==> config.mk <==
export PLATFORM = sky130hd
export DESIGN_NAME = instr_fetch_unit
export DESIGN_NICKNAME = d
export VERILOG_FILES = /design/src/rtl/instr_fetch_unit.sv
export SDC_FILE = /design/constraint.sdc
export NUM_CORES = 1
export LEC_CHECK = 0
export CORE_MARGIN = 2
export CORE_UTILIZATION = 54
export CTS_CLUSTER_SIZE = 12
export DETAILED_ROUTE_END_ITERATION = 12
export PLACE_DENSITY = 0.85
export SYNTH_ARGS = -nofsm -noshare
export SYNTH_HDL_FRONTEND = slang
export SYNTH_SLANG_ARGS = --single-unit
==> constraint.sdc <==
create_clock -name clk_i -period 8.3 [get_ports clk_i]
set_input_delay 2.075 -clock clk_i [delete_from_list [all_inputs] [get_ports clk_i]]
set_output_delay 2.075 -clock clk_i [all_outputs]
set_load 0.02 [all_outputs]
==> src/rtl/instr_fetch_unit.sv <==
// Fetch front end: owns the PC, fetches one word at a time over req/gnt/rvalid,
// buffers returned instructions in a small FIFO and flushes on execute redirects.
module instr_fetch_unit #(
  parameter int                    ADDR_WIDTH = 32,
  parameter logic [ADDR_WIDTH-1:0] RESET_PC   = '0,
  parameter int                    DEPTH      = 2
) (
  input  logic                  clk_i,
  input  logic                  rst_ni,
  output logic                  imem_req_o,
  output logic [ADDR_WIDTH-1:0] imem_addr_o,
  input  logic                  imem_gnt_i,
  input  logic                  imem_rvalid_i,
  input  logic [31:0]           imem_rdata_i,
  input  logic                  redirect_i,
  input  logic [ADDR_WIDTH-1:0] redirect_pc_i,
  output logic                  instr_valid_o,
  input  logic                  instr_ready_i,
  output logic [31:0]           instr_o,
  output logic [ADDR_WIDTH-1:0] instr_pc_o,
  output logic [6:0]            opcode_o
);

  localparam int PTR_W = (DEPTH > 1) ? $clog2(DEPTH) : 1;
  localparam int CNT_W = $clog2(DEPTH + 1);

  typedef enum logic [1:0] {S_IDLE, S_REQ, S_WAIT} state_e;

  state_e                r_state, w_state_nxt;
  logic [ADDR_WIDTH-1:0] r_fetch_pc, w_fetch_pc_nxt;
  logic [ADDR_WIDTH-1:0] r_issue_pc;
  logic [ADDR_WIDTH-1:0] w_redirect_pc;
  logic                  r_discard, w_discard_nxt;
  logic [31:0]           r_buf_instr [DEPTH];
  logic [ADDR_WIDTH-1:0] r_buf_pc    [DEPTH];
  logic [PTR_W-1:0]      r_rd_ptr, r_wr_ptr;
  logic [CNT_W-1:0]      r_count, w_count_nxt;
  logic                  w_gnt_take, w_rsp, w_push, w_pop;

  function automatic logic [PTR_W-1:0] ptr_inc(input logic [PTR_W-1:0] p);
    return (p == PTR_W'(DEPTH - 1)) ? '0 : p + PTR_W'(1);
  endfunction

  assign w_redirect_pc = {redirect_pc_i[ADDR_WIDTH-1:2], 2'b00};
  assign w_gnt_take    = (r_state == S_REQ) && imem_gnt_i;
  assign w_rsp         = (r_state == S_WAIT) && imem_rvalid_i;
  assign w_push        = w_rsp && !r_discard && !redirect_i;
  assign instr_valid_o = (r_count != '0);
  assign w_pop         = instr_valid_o && instr_ready_i && !redirect_i;

  assign imem_req_o  = (r_state == S_REQ);
  assign imem_addr_o = r_fetch_pc;
  assign instr_o     = instr_valid_o ? r_buf_instr[r_rd_ptr] : '0;
  assign instr_pc_o  = instr_valid_o ? r_buf_pc[r_rd_ptr] : '0;
  assign opcode_o    = instr_o[6:0];

  always_comb begin
    w_count_nxt = r_count;
    if (redirect_i) w_count_nxt = '0;
    else            w_count_nxt = r_count + CNT_W'(w_push) - CNT_W'(w_pop);
  end

  // Next-state: a new request is only issued once a buffer slot is guaranteed
  always_comb begin
    w_state_nxt    = r_state;
    w_fetch_pc_nxt = r_fetch_pc;
    w_discard_nxt  = r_discard;
    case (r_state)
      S_IDLE: if (w_count_nxt < CNT_W'(DEPTH)) w_state_nxt = S_REQ;
      S_REQ: begin
        if (imem_gnt_i) begin
          w_state_nxt    = S_WAIT;
          w_fetch_pc_nxt = r_fetch_pc + ADDR_WIDTH'(4);
        end
      end
      S_WAIT: begin
        if (imem_rvalid_i) begin
          w_discard_nxt = 1'b0;
          w_state_nxt   = (w_count_nxt < CNT_W'(DEPTH)) ? S_REQ : S_IDLE;
        end
      end
      default: w_state_nxt = S_IDLE;
    endcase
    // A response still owed by memory must be swallowed, otherwise refetch at once
    if (redirect_i) begin
      w_fetch_pc_nxt = w_redirect_pc;
      if (w_gnt_take || ((r_state == S_WAIT) && !imem_rvalid_i)) begin
        w_state_nxt   = S_WAIT;
        w_discard_nxt = 1'b1;
      end else begin
        w_state_nxt   = S_REQ;
        w_discard_nxt = 1'b0;
      end
    end
  end

  always_ff @(posedge clk_i or negedge rst_ni) begin
    if (!rst_ni) begin
      r_state    <= S_IDLE;
      r_fetch_pc <= RESET_PC;
      r_discard  <= 1'b0;
      r_rd_ptr   <= '0;
      r_wr_ptr   <= '0;
      r_count    <= '0;
    end else begin
      r_state    <= w_state_nxt;
      r_fetch_pc <= w_fetch_pc_nxt;
      r_discard  <= w_discard_nxt;
      r_count    <= w_count_nxt;
      if (redirect_i) begin
        r_rd_ptr <= '0;
        r_wr_ptr <= '0;
      end else begin
        if (w_push) r_wr_ptr <= ptr_inc(r_wr_ptr);
        if (w_pop)  r_rd_ptr <= ptr_inc(r_rd_ptr);
      end
    end
  end

  // Buffer storage and issued-PC hold need no reset: gated by r_count / state
  always_ff @(posedge clk_i) begin
    if (w_gnt_take) r_issue_pc <= r_fetch_pc;
    if (w_push) begin
      r_buf_instr[r_wr_ptr] <= imem_rdata_i;
      r_buf_pc[r_wr_ptr]    <= r_issue_pc;
    end
  end

  a_no_overflow: assert property (@(posedge clk_i) disable iff (!rst_ni)
    !(w_push && !w_pop && (r_count == CNT_W'(DEPTH))));

endmodule

== Word level (Yosys, flattened, before mapping) ==
Memory sizes are Yosys's and may differ from the RTL's.
Index checks and enable logic that the tools add are counted.
Widths: inputs -> output; s select.

* Add/sub/neg operators: 5
* Multipliers: 0
* Div/mod/pow operators: 0
* Magnitude comparators: 1
* Equality and inequality tests: 5
* Shifts and indexed selects: 0
* Multiplexer cells: 25
* Bitwise operators: 0
* Reduce and logical (&&, ||, !) cells: 22

{| class="wikitable"
|+ Operators by type and width
! cell !! number
|-
| $mux 32 || 5
|-
| $add 32x3->32 const B || 1
|-
| $reduce_bool 2->1 || 7
|-
| $mux 1 || 13
|-
| $mux 2 || 6
|-
| $logic_and 1x1->1 || 7
|-
| $ne 3x3->1 const B || 2
|-
| $pmux 2 s3 || 1
|-
| $reduce_and 2->1 || 2
|-
| $logic_not 1->1 || 3
|-
| $ne 3x1->1 const B || 1
|-
| $reduce_and 3->1 || 1
|-
| $add 1x1->1 const B || 2
|-
| $add 2x1->2 || 1
|-
| $eq 2x1->1 const B || 1
|-
| $eq 2x2->1 const B || 1
|-
| $logic_not 2->1 || 1
|-
| $lt 2x2->1 const B || 1
|-
| $sub 2x1->2 || 1
|-
| $logic_or 1x1->1 || 1
|}

* Bits in registers: 71
* Latch bits: 0
* RAM bits: 128
* Memory bits (read-only): 0
* Input port bits: 70
* Output and inout bits: 105
* Logic and storage cells: 67
* Memories: 2

{| class="wikitable"
|+ Memory list
! name !! depth !! width !! rd ports !! clocked after memory_dff !! write ports !! line !! RTL
|-
| r_buf_instr || 2 || 32 || 1 || 0 || 1 || 34 || <nowiki>logic [31:0] r_buf_instr [DEPTH];</nowiki>
|-
| r_buf_pc || 2 || 32 || 1 || 0 || 1 || 35 || <nowiki>logic [ADDR_WIDTH-1:0] r_buf_pc [DEPTH];</nowiki>
|}

== Longest topological paths before layout ==
* Depth in word-level cells: 12
* Gate-level depth with buffers: 11
* Gate-level depth less buffers: 11

== Least setup slack after synthesis ==
Ideal clock, no wire load.

* Path kind: input to register
* Start point: input redirect_i
* End point: memory r_buf_instr[0][0] (enable)
* Data arrival time: 5,230 ps
* Slack: 2,588 ps
* Stages: 3
* Buffers on the path: 1
* Cell sequence: clkbuf_8 > or3_1 > nor2_1

* Cells in the longest elaborated chain, start to end: 4

{| class="wikitable"
|+ Ends and longest elaborated chain
! element !! line !! RTL
|-
| start: declaration || 15 || <nowiki>input logic redirect_i,</nowiki>
|-
| $logic_not 1->1 || 47 || <nowiki>assign w_push = w_rsp && !r_discard && !redirect_i;</nowiki>
|-
| $logic_and 1x1->1 || 47 ||
|-
| $mux 1 || 123 || <nowiki>if (w_push) begin</nowiki>
|-
| $mux 1 (implied by the code) || 124 || <nowiki>r_buf_instr[r_wr_ptr] <= imem_rdata_i;</nowiki>
|-
| end: declaration || 34 ||
|}

Every way passes these cells.

== Worst setup path in the final report ==
* Start point: register r_rd_ptr
* End point: output instr_pc_o[31]

* Cells in the longest elaborated chain, start to end: 2

{| class="wikitable"
|+ Ends and longest elaborated chain
! element !! line !! RTL
|-
| start: declaration || 36 || <nowiki>logic [PTR_W-1:0] r_rd_ptr, r_wr_ptr;</nowiki>
|-
| start signal: assignment || 115 || <nowiki>if (w_pop) r_rd_ptr <= ptr_inc(r_rd_ptr);</nowiki>
|-
| $mem_v2 2x32 || - ||
|-
| $mux 32 || 54 || <nowiki>assign instr_pc_o = instr_valid_o ? r_buf_pc[r_rd_ptr] : '0;</nowiki>
|-
| end: declaration || 20 || <nowiki>output logic [ADDR_WIDTH-1:0] instr_pc_o,</nowiki>
|}

Every way passes these cells.

==> reports/summary.txt <==
status - finished, final reports clean
layout overhead on the synthesized area - 30.3%
gr usage total - 20.3%
Final TNS setup - 0 ns
reg-to-reg startpoint - r_count[1]
met3 Usage GRT - 5.40%
ANT nets after route - 0
nets@finish - 762
Synth Area in Compound Gates - 2.29%
Top delay family on crit path - flip-flops
Syn Std Cell Area - 7750 sq um
Least-Margin Pin Slew - 1.13 ns
Yosys top cell by area - edfxtp_1
CTS clk-pin slew, worst paths - 0.06 ns
Skew-Pair Late Insertion Delay - 0.42 ns
max-cap viol count - 0
DR iter-0 viols - 367
Post-Synth XOR/XNOR Area - 3.50%
Period minus WS final - 4.73 ns
Fill cells - 889
Remaining Overflow, GRT - 0
I/O Pins - 175
Pre-antenna DRT Iters - 5
CTS tree - done
gpl congestion - 0.815
largest family of logic cells by synthesized area - simple AND/OR/NAND/NOR gates
met2 GRT Util - 34.6%
Crit path buffers/inverters - 1
initial core utilization - 55.6%
CP max FO - 63
Port Buffers - 168
Pleak - 3.41 nW
die footprint - 15300 sq um
DRC - 0
Yosys warning total - 0
Ant. Diodes - 0
Unique masters post-synth - 43
hold wc startpoint - r_issue_pc[14]
CP Launch Type - flop
CTS Buf Count - 17
vias - 4675
worst hold stages - 0
Critical R2R Capture - r_state[0]
Synth Flop Type - edfxtp_1
core footprint - 13900 sq um
Synth Area per Inst - 14.7 sq um
hold path endpoint - r_buf_pc[0][14]
Mapped Cells - 527
cts repair resizes - 0
clock sinks - 191
R2R depth - 11
layout cells sized above 1 - 7.83%
hold_buf cts - 0
critical path's slowest cell - dfrtp_4
flop2flop setup slack - 5.44 ns
via density per instance - 5.30
CTS HTree Levels - 4
crit-path cells - mux2i_1, nor2_1, clkdlybuf4s50_1
maximum VDD drop - 0.145 mV
CP required - 6.23 ns
Rel. slew slack - 24.8%
gr busiest metal - met2
max incr delay on CP - 1.14 ns
Fin. Hold Viols - 0
met1 usage - 24.5%
final period utilization - 57.0%
Hold Path Class - reg2reg
clk root buf - clkbuf_16
vias in the first global route - 4544
wire per inst - 17.1 um
adder-cell share of the synthesized area - 0.484%
P per Cell Area - 229 nW/um^2
Clock Path Buffers - 2
placed wire-length estimate - 9660 um
Crit. End Element - primary output
Synth area leaders - edfxtp_1 (60%), dfrtp_1 (12%), mux2i_1 (8.3%), nor2_1 (3.6%), xor2_1 (2.1%)
Die Wd - 124 um
largest net degree at the start of global routing - 67
final count of pins violating max slew - 0
sequential share of the synthesized area - 71.6%
post-synthesis mux area share - 8.85%
initial antenna violation count - 0
Synth Area in Simple Gates - 10.6%
worst path arrival time - 2.65 ns
Die Ht - 124 um
design area - 10100 sq um
RSZ-0062 raised after global routing - false
global-route wire length before repair - 22800 um
setup violators final - 0
post-CTS setup buffer count - 0
Synth Register Bits - 191
EDFF count, synth - 154
leading cell types by count after synthesis - edfxtp_1 (154), nor2_1 (74), mux2i_1 (64), dfrtp_1 (37), nand2_1 (36)
final WL - 15100 um
Rows - 43
post-synth top area share - 59.7%
DP Area - 9530 sq um
CP Class - reg2out
Max Freq - 0.212 GHz
most common cell in the netlist - edfxtp_1
Post-synth ARST share - 19.4%
clk_skew - 0.00898 ns
## kinds of logic (layout without fill, tap and decap cells)
kind of cell    count (synthesis)  count (layout)
compound gates                 34              34
xor+xnor                       31              31
fa+ha+maj                       3               3
buf+inv                        37             209
flops                         191             191
mux                            68              68
other cells                     1               4
simple gates                  162             162
## cells in the final DEF (no fill, tap or decap), types with 4 or more instances in the layout
master,n
xor2_1,19
mux2i_1,64
clkinv_2,4
conb_1,4
nand4_1,9
a21oi_1,4
xnor2_1,12
edfxtp_1,154
inv_1,5
o21ai_0,26
nand2_1,36
dfrtp_1,36
nor2_1,71
mux2_2,4
clkdlybuf4s50_1,166
nor4_1,4
nand3_1,11
clkbuf_16,17
## worst register-to-register path, stage by stage, from the launching register on
cell	delay, ns
dfrtp_1	0.43
nor2_4	0.67
inv_1	0.19
nand2_1	0.18
nor2_1	0.06
ha_1	0.32
inv_1	0.04
ha_1	0.17
xor2_1	0.18
xnor2_1	0.14
nor2_1	0.09
a221oi_1	0.31
## final cells by class
| type | count | area, sq um | share of cell area [%] |
|---|---|---|---|
| Timing Repair Buffer | 171 | 1690 | 16.8 |
| Clock buffer | 21 | 460 | 4.56 |
| Clock inverter | 11 | 115 | 1.14 |
| Inverter | 6 | 22.5 | 0.223 |
| Sequential cell | 191 | 5550 | 55.0 |
| Multi-Input combinational cell | 302 | 2030 | 20.1 |
| Tap cell | 180 | 225 | 2.23 |
## how the worst max path moves through the flow
stage,from,cells after the start,slack (ns),endpoint
6_report,r_rd_ptr,3,3.57,instr_pc_o[31]
5_1_grt,r_count[1],4,3.37,instr_o[4]
4_1_cts,r_count[1],4,3.53,instr_o[4]
3_5_place_dp,imem_gnt_i,7,3.61,imem_addr_o[28]
3_3_place_gp,imem_gnt_i,7,3.71,imem_addr_o[28]
2_1_floorplan,redirect_i,3,2.59,r_buf_instr[0][0]
## flip-flops by register name (all words and copies together), names as in the netlist
signal	count
imem_addr_o	30
r_buf_instr	64
r_buf_pc	60
r_count	2
r_discard	1
r_issue_pc	30
r_rd_ptr	1
r_state	2
r_wr_ptr	1
## per-layer routing
| layer | wire (um) | up-vias |
|---|---|---|
| li1 | - | 2223 |
| met1 | 6150 | 2243 |
| met4 | 270 | 0 |
| met5 | 0 | - |
| met3 | 1010 | 20 |
| met2 | 7640 | 189 |
## report_power, final
part | switching, mW | internal [mW] | leakage (nW)
registers | 0.0687 | 1.13 | 1.85
clock network | 0.328 | 0.457 | 0.277
logic | 0.172 | 0.149 | 1.29
## per-stage QoR
step / cells / setup WS [ns] / power, mW / utilization, % / hold slack, ns
2_1_floorplan: 530 / 2.59 / 1.38 / - / 0.421
3_3_place_gp: 850 / 3.71 / 1.53 / 68.4 / 0.422
3_5_place_dp: 850 / 3.61 / 1.54 / 68.4 / 0.432
4_1_cts: 882 / 3.53 / 2.32 / 72.5 / 0.447
5_1_grt: 882 / 3.37 / 2.40 / 72.5 / 0.452
6_report: 882 / 3.57 / 2.31 / 72.5 / 0.444
Power figures use the tool's default switching activity.
